**src/rtl/irq_pkg.sv**
```systemverilog
// irq_pkg: shared constants, FSM state type and priority helper for the
// interrupt pending-latch front end.
//   IRQ_LINES   number of request lines
//   IRQ_ID_W    width of an offered index
//   irq_state_e offer FSM state
//   highest_idx highest set bit index of a line vector (0 for an empty vector)
package irq_pkg;

  localparam int IRQ_LINES = 8;
  localparam int IRQ_ID_W  = 3;

  typedef enum logic [0:0] {
    ST_IDLE  = 1'b0,
    ST_OFFER = 1'b1
  } irq_state_e;

  // Ascending scan; the last hit wins, so the highest index is returned.
  function automatic logic [IRQ_ID_W-1:0] highest_idx(input logic [IRQ_LINES-1:0] v);
    logic [IRQ_ID_W-1:0] idx;
    idx = '0;
    for (int i = 0; i < IRQ_LINES; i++)
      if (v[i]) idx = IRQ_ID_W'(i);
    return idx;
  endfunction

endpackage

```
**src/rtl/irq_pending_latch_if.sv**
```systemverilog
// irq_pending_latch_if: valid/ready offer channel carrying an interrupt index.
//   irq_valid  producer -> consumer, an index is offered
//   irq_id     producer -> consumer, offered index, stable while irq_valid=1
//   irq_ready  consumer -> producer, accepts the offer when irq_valid=1
interface irq_pending_latch_if;

  logic                         irq_valid;
  logic [irq_pkg::IRQ_ID_W-1:0] irq_id;
  logic                         irq_ready;

  modport master (output irq_valid, output irq_id, input  irq_ready);
  modport slave  (input  irq_valid, input  irq_id, output irq_ready);

endinterface

```
**src/rtl/irq_sync_edge.sv**
```systemverilog
// irq_sync_edge: per-bit multi-flop synchronizer followed by a "previous"
// flop used for rising-edge detection.
//   clk, rst_n  clock, synchronous active-low reset
//   d           raw asynchronous inputs
//   level       synchronized level (last synchronizer stage)
//   rise        one-cycle pulse: level & ~previous
module irq_sync_edge #(
  parameter int W      = 8,
  parameter int STAGES = 2
) (
  input  logic         clk,
  input  logic         rst_n,
  input  logic [W-1:0] d,
  output logic [W-1:0] level,
  output logic [W-1:0] rise
);

  logic [STAGES-1:0][W-1:0] sync_q;
  logic [W-1:0]             prev_q;

  // Clearing prev_q in reset means a line held high through release is seen
  // as exactly one rising edge.
  always_ff @(posedge clk) begin
    if (!rst_n) begin
      sync_q <= '0;
      prev_q <= '0;
    end else begin
      sync_q[0] <= d;
      for (int s = 1; s < STAGES; s++)
        sync_q[s] <= sync_q[s-1];
      prev_q <= sync_q[STAGES-1];
    end
  end

  assign level = sync_q[STAGES-1];
  assign rise  = sync_q[STAGES-1] & ~prev_q;

endmodule

```
**src/rtl/irq_pending_latch.sv**
```systemverilog
// irq_pending_latch: latches 8 request lines into a pending register, masks
// them, and offers the highest-index eligible request one at a time over a
// valid/ready channel.
//   clk, rst_n  clock, synchronous active-low reset
//   irq_in      raw request lines (higher index = higher priority)
//   mask_in     per-line enable for offering
//   ovf_clr     clears the sticky overflow flag
//   pending     raw pending register (unmasked)
//   ovf         sticky: an edge hit a line already pending
//   irq         offer channel (irq_valid / irq_id / irq_ready)
module irq_pending_latch
  import irq_pkg::*;
#(
  parameter int SYNC_STAGES = 2,
  parameter bit LEVEL_MODE  = 1'b0
) (
  input  logic                 clk,
  input  logic                 rst_n,
  input  logic [IRQ_LINES-1:0] irq_in,
  input  logic [IRQ_LINES-1:0] mask_in,
  input  logic                 ovf_clr,
  output logic [IRQ_LINES-1:0] pending,
  output logic                 ovf,
  irq_pending_latch_if.master  irq
);

  logic [IRQ_LINES-1:0] lvl, rise, eligible, clr_vec, pend_q;
  logic [IRQ_ID_W-1:0]  id_q;
  logic                 valid_q, ovf_q, accept;
  irq_state_e           state_q;

  irq_sync_edge #(
    .W      (IRQ_LINES),
    .STAGES (SYNC_STAGES)
  ) u_sync (
    .clk   (clk),
    .rst_n (rst_n),
    .d     (irq_in),
    .level (lvl),
    .rise  (rise)
  );

  assign accept   = valid_q & irq.irq_ready;
  assign eligible = pend_q & mask_in;
  assign clr_vec  = accept ? (IRQ_LINES'(1) << id_q) : '0;

  // Set is OR'd in after the clear so a same-cycle edge on the accepted
  // line keeps it pending; overflow looks at the pre-clear pending value.
  always_ff @(posedge clk) begin
    if (!rst_n) begin
      pend_q <= '0;
      ovf_q  <= 1'b0;
    end else if (LEVEL_MODE) begin
      pend_q <= lvl;
      ovf_q  <= 1'b0;
    end else begin
      pend_q <= (pend_q & ~clr_vec) | rise;
      ovf_q  <= (|(rise & pend_q)) | (ovf_q & ~ovf_clr);
    end
  end

  // Offer FSM: an offer is never withdrawn or re-targeted until accepted,
  // and acceptance always returns through IDLE for one cycle.
  always_ff @(posedge clk) begin
    if (!rst_n) begin
      state_q <= ST_IDLE;
      valid_q <= 1'b0;
      id_q    <= '0;
    end else begin
      case (state_q)
        ST_IDLE: begin
          if (|eligible) begin
            id_q    <= highest_idx(eligible);
            valid_q <= 1'b1;
            state_q <= ST_OFFER;
          end
        end
        ST_OFFER: begin
          if (accept) begin
            valid_q <= 1'b0;
            state_q <= ST_IDLE;
          end
        end
        default: begin
          valid_q <= 1'b0;
          state_q <= ST_IDLE;
        end
      endcase
    end
  end

  assign pending       = pend_q;
  assign ovf           = ovf_q;
  assign irq.irq_valid = valid_q;
  assign irq.irq_id    = id_q;

endmodule
```
**src/flat_wrapper.sv**
```systemverilog
// flat-port wrapper written by rule: the top's interface ports become plain ports
module irq_pending_latch_flat import irq_pkg::*;
#(
  parameter int SYNC_STAGES = 2,
  parameter bit LEVEL_MODE  = 1'b0
)
  (clk, rst_n, irq_in, mask_in, ovf_clr, pending, ovf, irq_irq_valid, irq_irq_id, irq_irq_ready);
  irq_pending_latch_if irq_i ();
  input  logic clk;
  input  logic rst_n;
  input  logic [IRQ_LINES-1:0] irq_in;
  input  logic [IRQ_LINES-1:0] mask_in;
  input  logic ovf_clr;
  output logic [IRQ_LINES-1:0] pending;
  output logic ovf;
  output wire logic [$bits(irq_i.irq_valid)-1:0] irq_irq_valid;
  output wire logic [$bits(irq_i.irq_id)-1:0] irq_irq_id;
  input wire logic [$bits(irq_i.irq_ready)-1:0] irq_irq_ready;
  assign irq_irq_valid = irq_i.irq_valid;
  assign irq_irq_id = irq_i.irq_id;
  assign irq_i.irq_ready = irq_irq_ready;
  irq_pending_latch #(.SYNC_STAGES(SYNC_STAGES), .LEVEL_MODE(LEVEL_MODE)) u_core (.clk(clk), .rst_n(rst_n), .irq_in(irq_in), .mask_in(mask_in), .ovf_clr(ovf_clr), .pending(pending), .ovf(ovf), .irq(irq_i));
endmodule
```
**config.mk**
```make
export PLATFORM = sky130hd
export DESIGN_NAME = irq_pending_latch_flat
export DESIGN_NICKNAME = d
export VERILOG_FILES = /design/src/rtl/irq_pkg.sv /design/src/rtl/irq_pending_latch_if.sv /design/src/rtl/irq_sync_edge.sv /design/src/rtl/irq_pending_latch.sv /design/src/flat_wrapper.sv
export SDC_FILE = /design/constraint.sdc
export NUM_CORES = 1
export LEC_CHECK = 0
export CORE_MARGIN = 5
export CORE_UTILIZATION = 47
export CTS_BUF_LIST = sky130_fd_sc_hd__clkbuf_8
export CTS_CLUSTER_SIZE = 25
export DETAILED_ROUTE_END_ITERATION = 10
export GPL_TIMING_DRIVEN = 0
export PLACE_DENSITY = 0.81
export SYNTH_ARGS = -nofsm -noshare
export SYNTH_HDL_FRONTEND = slang
export SYNTH_SLANG_ARGS = --single-unit
```
**constraint.sdc**
```tcl
create_clock -name clk -period 2.4 [get_ports clk]
set_input_delay 0.72 -clock clk [delete_from_list [all_inputs] [get_ports clk]]
set_output_delay 0.72 -clock clk [all_outputs]
set_load 0.03 [all_outputs]
```
Word level (Yosys, flattened, before mapping)
Index checks and enable logic that the tools add are counted.

Flip-flop bits (word level): 38. Latch bits: 0. Bits in writable memories: 0. Memory bits (read-only): 0. Input port bits: 20. Output and inout port bits: 13. Logic and storage cells: 41. Memories kept: 0.

Add/sub/neg operators: 0. Multipliers: 0. Div/mod/pow operators: 0. Order comparisons: 0. Equality and inequality tests: 2. Shift operators: 1. Mux-type cells: 14. Bitwise gates (word level): 12. Reductions and logical operators: 4.

Operators with widths (count): 8-bit AND (4); 8-bit inverter (2); 8-bit OR reduction (2); 3-bit two-way mux (4); 8-bit two-way mux (1); 8-bit bitwise OR (1); 1-bit by 3-bit << shifter with 8-bit output, first input constant (1); 1-bit two-way mux (5); 2-bit two-way mux (2); 2-bit by 1-bit != test with 1-bit output, second input constant (2); 1-bit case mux with 2 select lines (2); 2-bit AND reduction (2); 1-bit AND (2); 1-bit inverter (2); 1-bit bitwise OR (1).

Depth between registers and ports, before layout
Depth in word-level cells: 8. Depth in mapped cells: 4. Mapped depth without buffers: 4.

Cells and area by module
From an unflattened synthesis, not the netlist that was laid out.

Cell total of the unflattened synthesis: 144. Area total of the unflattened synthesis: 1447.6 um2.

Modules (own cells, without submodules): irq_sync_edge (times used 1, cells an instance 66, area each 774.5 um2, sequential area each 480.5 um2); irq_pending_latch (times used 1, cells an instance 78, area each 673.1 um2, sequential area each 280.3 um2).

Least setup slack after synthesis
OpenSTA, ideal clock, no wires.

Kind: input-to-reg. Start: input port mask_in[3]. End: register u_core.id_q[0] (netlist: u_core.irq.irq_id[0]). Library setup time: 116 ps. Arrival: 1375 ps. Data required time: 2284 ps. Setup slack: 909 ps. Stages: 3. Buffers on the path: 0. Cells stage by stage: a22oi_2 a41oi_4 o211a_1.

Word-level cells in the longest chain between the ends: 6. Elaborated cells between the ends (all ways): 8. Those cells by class: mux (5); bitwise (1); reduce/logical (2).

Ends and longest elaborated chain: from (decl) (line flat_wrapper.sv:12) `input logic [IRQ_LINES-1:0] mask_in;`; 8-bit AND (*) (line irq_pending_latch.sv:44) `assign eligible = pend_q & mask_in;`; 2-bit two-way mux (line irq_pkg.sv:22) `if (v[i]) idx = IRQ_ID_W'(i);`; 3-bit two-way mux (4 in series) (line irq_pkg.sv:22); to (signal assigned) (line irq_pending_latch.sv:73) `id_q <= highest_idx(eligible);`; to (decl) (line irq_pending_latch.sv:28) `logic [IRQ_ID_W-1:0] id_q;`.

Every way passes the cells marked *; elsewhere a longest branch is shown, timed or not. A chain may end at the register's enable or synchronous reset.

Final worst setup path
Start: register u_core.pend_q[7] (netlist: u_core.pending[7]). End: output port pending[7].

RTL lines: from (decl) (line irq_pending_latch.sv:27) `logic [IRQ_LINES-1:0] lvl, rise, eligible, clr_vec, pend_q;`; from (signal assigned) (line irq_pending_latch.sv:54) `pend_q <= lvl;`; from (signal assigned) (line irq_pending_latch.sv:57) `pend_q <= (pend_q & ~clr_vec) | rise;`; to (decl) (line flat_wrapper.sv:14) `output logic [IRQ_LINES-1:0] pending;`.

No word-level cell between the ends.

==> flow_metrics.py <==
metrics = {
    "worst_setup_path": {
        "required_ns": 1.68,
        "path_class": "flop to output pin",
        "critPathLaunch": "u_core.pending[7]$_SDFF_PN0_",
        "cp.depth": 1,
        "end_kind": "output pin",
        "start_kind": "flop",
        "cp_data_arrival_time_ns": 1.49,
        "r2r_slack_ns": 1.10,
        "r2r-end": "u_core.irq.irq_id[0]$_SDFFE_PN0P_",
        "max_stage_delay_ns": 0.73,
        "critical-path-top-delay-family": "buffers and inverters",
        "r2r_start": "u_core.pending[7]$_SDFF_PN0_",
        "reg2reg_depth": 4,
        "crit_fanout": 5,
        "critical_path.endpoint": "pending[7]",
        "crit_buf_inv": 1,
        "slowest_stage": "clkdlybuf4s50_1",
        "crit_path_cell_trace": "clkdlybuf4s50_1",
    },
    "floorplan": {
        "die_y_um": 64.3,
        "initial_core_util_pct": 49.9,
        "die-area_um2": 4140,
        "die_w_um": 64.3,
        "coreArea_um2": 2780,
        "num_rows": 19,
        "ioPinCount": 33,
    },
    "sta": {
        "rsz0062_at_grt": "no",
        "tns_ns": 0,
        "slew_viol_final": 0,
        "fmax_ghz": 0.453,
        "period_minus_slack_ns": 2.21,
        "clock_skew_ns": 0.00247,
        "finalSetupViolCount": 0,
        "hold_violations": 0,
        "worst_slew_pin_slew_ns": 0.413,
        "slew_headroom_pct": 72.5,
        "fin_crit_sh_pct": 92.0,
    },
    "clock_tree": {
        "htreeDepth": 2,
        "clk_path_buf_depth": 2,
        "cts.repair.resized": 0,
        "insertion_delay_ns": 0.28,
        "cts_tree": "yes",
        "cts.sinks": 38,
        "postCtsSetupRepairBufs": 0,
        "clkTransAtPathRegs_ns": 0.06,
        "cts_buffers": 5,
        "hold_buffers": 0,
        "cts_root_buf": "clkbuf_8",
    },
    "synth": {
        "syn_inst": 132,
        "synth.avg_cell_area_um2": 10.5,
        "synth_area_um2": 1390,
        "yosysSeqAreaShare_pct": 54.8,
        "ys_types": 25,
        "yosysWarnings": 0,
        "ys_seq_elements": 38,
        "syn-num-nets": 152,
    },
    "global_route": {
        "grt_use_total_pct": 14.6,
        "antenna_found_initial": 0,
        "overflow": 0,
        "grt_max_degree": 11,
        "grt_pass1_vias": 1081,
        "grt_pass1_wl_um": 4700,
    },
    "detailed_routing": {
        "via_per_inst": 5.30,
        "ant_nets": 0,
        "drt_first_pass_iters": 5,
        "wire_per_inst_um": 14.3,
        "drc": 0,
        "routed_wl_um": 2880,
        "routed-via-count": 1066,
        "drtIter0Drc": 51,
    },
    "finish": {
        "fin_nets": 190,
        "drive_gt1_share_pct": 7.65,
        "final_cell_mix": "38 x dfxtp_1, 31 x clkdlybuf4s50_1, 24 x and2_1",
        "diodes": 0,
        "area_delta_synth_final_pct": 30.7,
        "final_common_cell": "dfxtp_1",
    },
    "outcome": {
        "status": "completed",
    },
    "place": {
        "dp_hpwl_um": 2240,
        "portBuffers": 31,
        "finalWeightedCongestion": 0.733,
    },
    "power_and_ir_drop": {
        "p_leak_nw": 0.695,
        "ir_drop_uv": 584,
        "power_density_nw_per_um2": 706,
        "power.total_w": 0.00128,
    },
    "job": {
        "maxCapViolations": 0,
    },
    "min_path": {
        "hp-class": "flop to flop",
        "hp-start": "u_core.u_sync.sync_q[1]$_SDFF_PN0_",
    },
}
==> report_power, final <==
part | switching [W] | leakage, nW | internal, W | total, W
clock network | 0.000186 | 0.0466 | 0.000191 | 0.000377
registers | 0.0000375 | 0.312 | 0.000668 | 0.000706
logic | 0.0000963 | 0.336 | 0.000101 | 0.000197
total | 0.000320 | 0.695 | 0.000960 | 0.00128
==> cell families (layout without fill, tap and decap cells) <==
| family | after synthesis | after routing | share of synthesized area (%) |
|---|---|---|---|
| AND/OR/NAND/NOR | 54 | 54 | 22.8 |
| flip-flops | 38 | 38 | 54.8 |
| buffers and inverters | 6 | 44 | 1.62 |
| AO/OA/AOI/OAI | 34 | 34 | 20.7 |
==> cell usage after synthesis, drive strengths merged <==
cell type	n	area, um^2
o21a	3	22.5
o21ai	5	25.0
nor2	2	7.51
o211ai	2	25.0
clkbuf	3	11.3
inv	2	7.51
nand3	1	5.00
o211a	2	20.0
a221oi	1	8.76
nand2b	9	56.3
nand3b	6	45.0
a41oi	2	36.3
and2	24	150
dfxtp	38	761
a21oi	10	50.1
clkinv	1	3.75
a22oi	4	58.8
nor2b	2	12.5
o31ai	2	15.0
o2111ai	1	8.76
nand2	9	33.8
or2	1	6.26
a32oi	2	17.5
==> registers in the layout (all words and copies together), names as in the netlist <==
| name | count |
|---|---|
| u_core.pending | 8 |
| u_core.u_sync.level | 8 |
| u_core.u_sync.prev_q | 8 |
| u_core.u_sync.sync_q | 8 |
| u_core.irq.irq_id | 3 |
| u_core.irq.irq_valid | 1 |
| u_core.ovf | 1 |
| u_core.state_q | 1 |
==> routing by layer <==
layer  track usage [%]  wire [um]
met1              14.2       1170
met2              26.6       1450
met3              5.08        189
met4              7.63         62
met5                 0          0
==> worst register-to-register path: stages, from the launching register on <==
cell,delay [ns]
dfxtp_1,0.48
a22oi_4,0.15
a41oi_4,0.30
o211ai_2,0.13
o211a_1,0.14
==> metrics by stage <==
| step | std cells | setup slack, ns | utilization [%] | cell area, um^2 | hold slack [ns] |
|---|---|---|---|---|---|
| 2_1_floorplan | 132 | 0.909 | - | 1390 | 0.412 |
| 6_report | 201 | 0.192 | 65.2 | 1810 | 0.431 |
| 3_5_place_dp | 194 | 0.310 | 62.4 | 1740 | 0.418 |
| 4_1_cts | 201 | 0.167 | 65.2 | 1810 | 0.432 |
| 3_3_place_gp | 194 | 0.357 | 62.4 | 1740 | 0.415 |
| 5_1_grt | 201 | 0.143 | 65.2 | 1810 | 0.443 |
==> how the worst min path moves through the flow <==
stage | to | slack (ns) | cells past startpoint
after floorplan | u_core.u_sync.level[0]$_SDFF_PN0_ | 0.41 | 1
after global placement | u_core.u_sync.level[3]$_SDFF_PN0_ | 0.41 | 1
after detailed placement | u_core.u_sync.level[1]$_SDFF_PN0_ | 0.42 | 1
after CTS | u_core.u_sync.level[1]$_SDFF_PN0_ | 0.43 | 1
after global routing | u_core.u_sync.level[0]$_SDFF_PN0_ | 0.44 | 1
final | u_core.u_sync.level[1]$_SDFF_PN0_ | 0.43 | 1
==> area by class of cell <==
type	count	area [um^2]
fillers	240	968
flip-flops and latches	38	761
multi-input cells	88	604
repair buffers	31	310
clock buffers	5	68.8
well taps	31	38.8
plain buffers	3	11.3
inverters	3	11.3
clock inverters	2	7.51
Note: power is estimated with default switching activity, not from simulation.
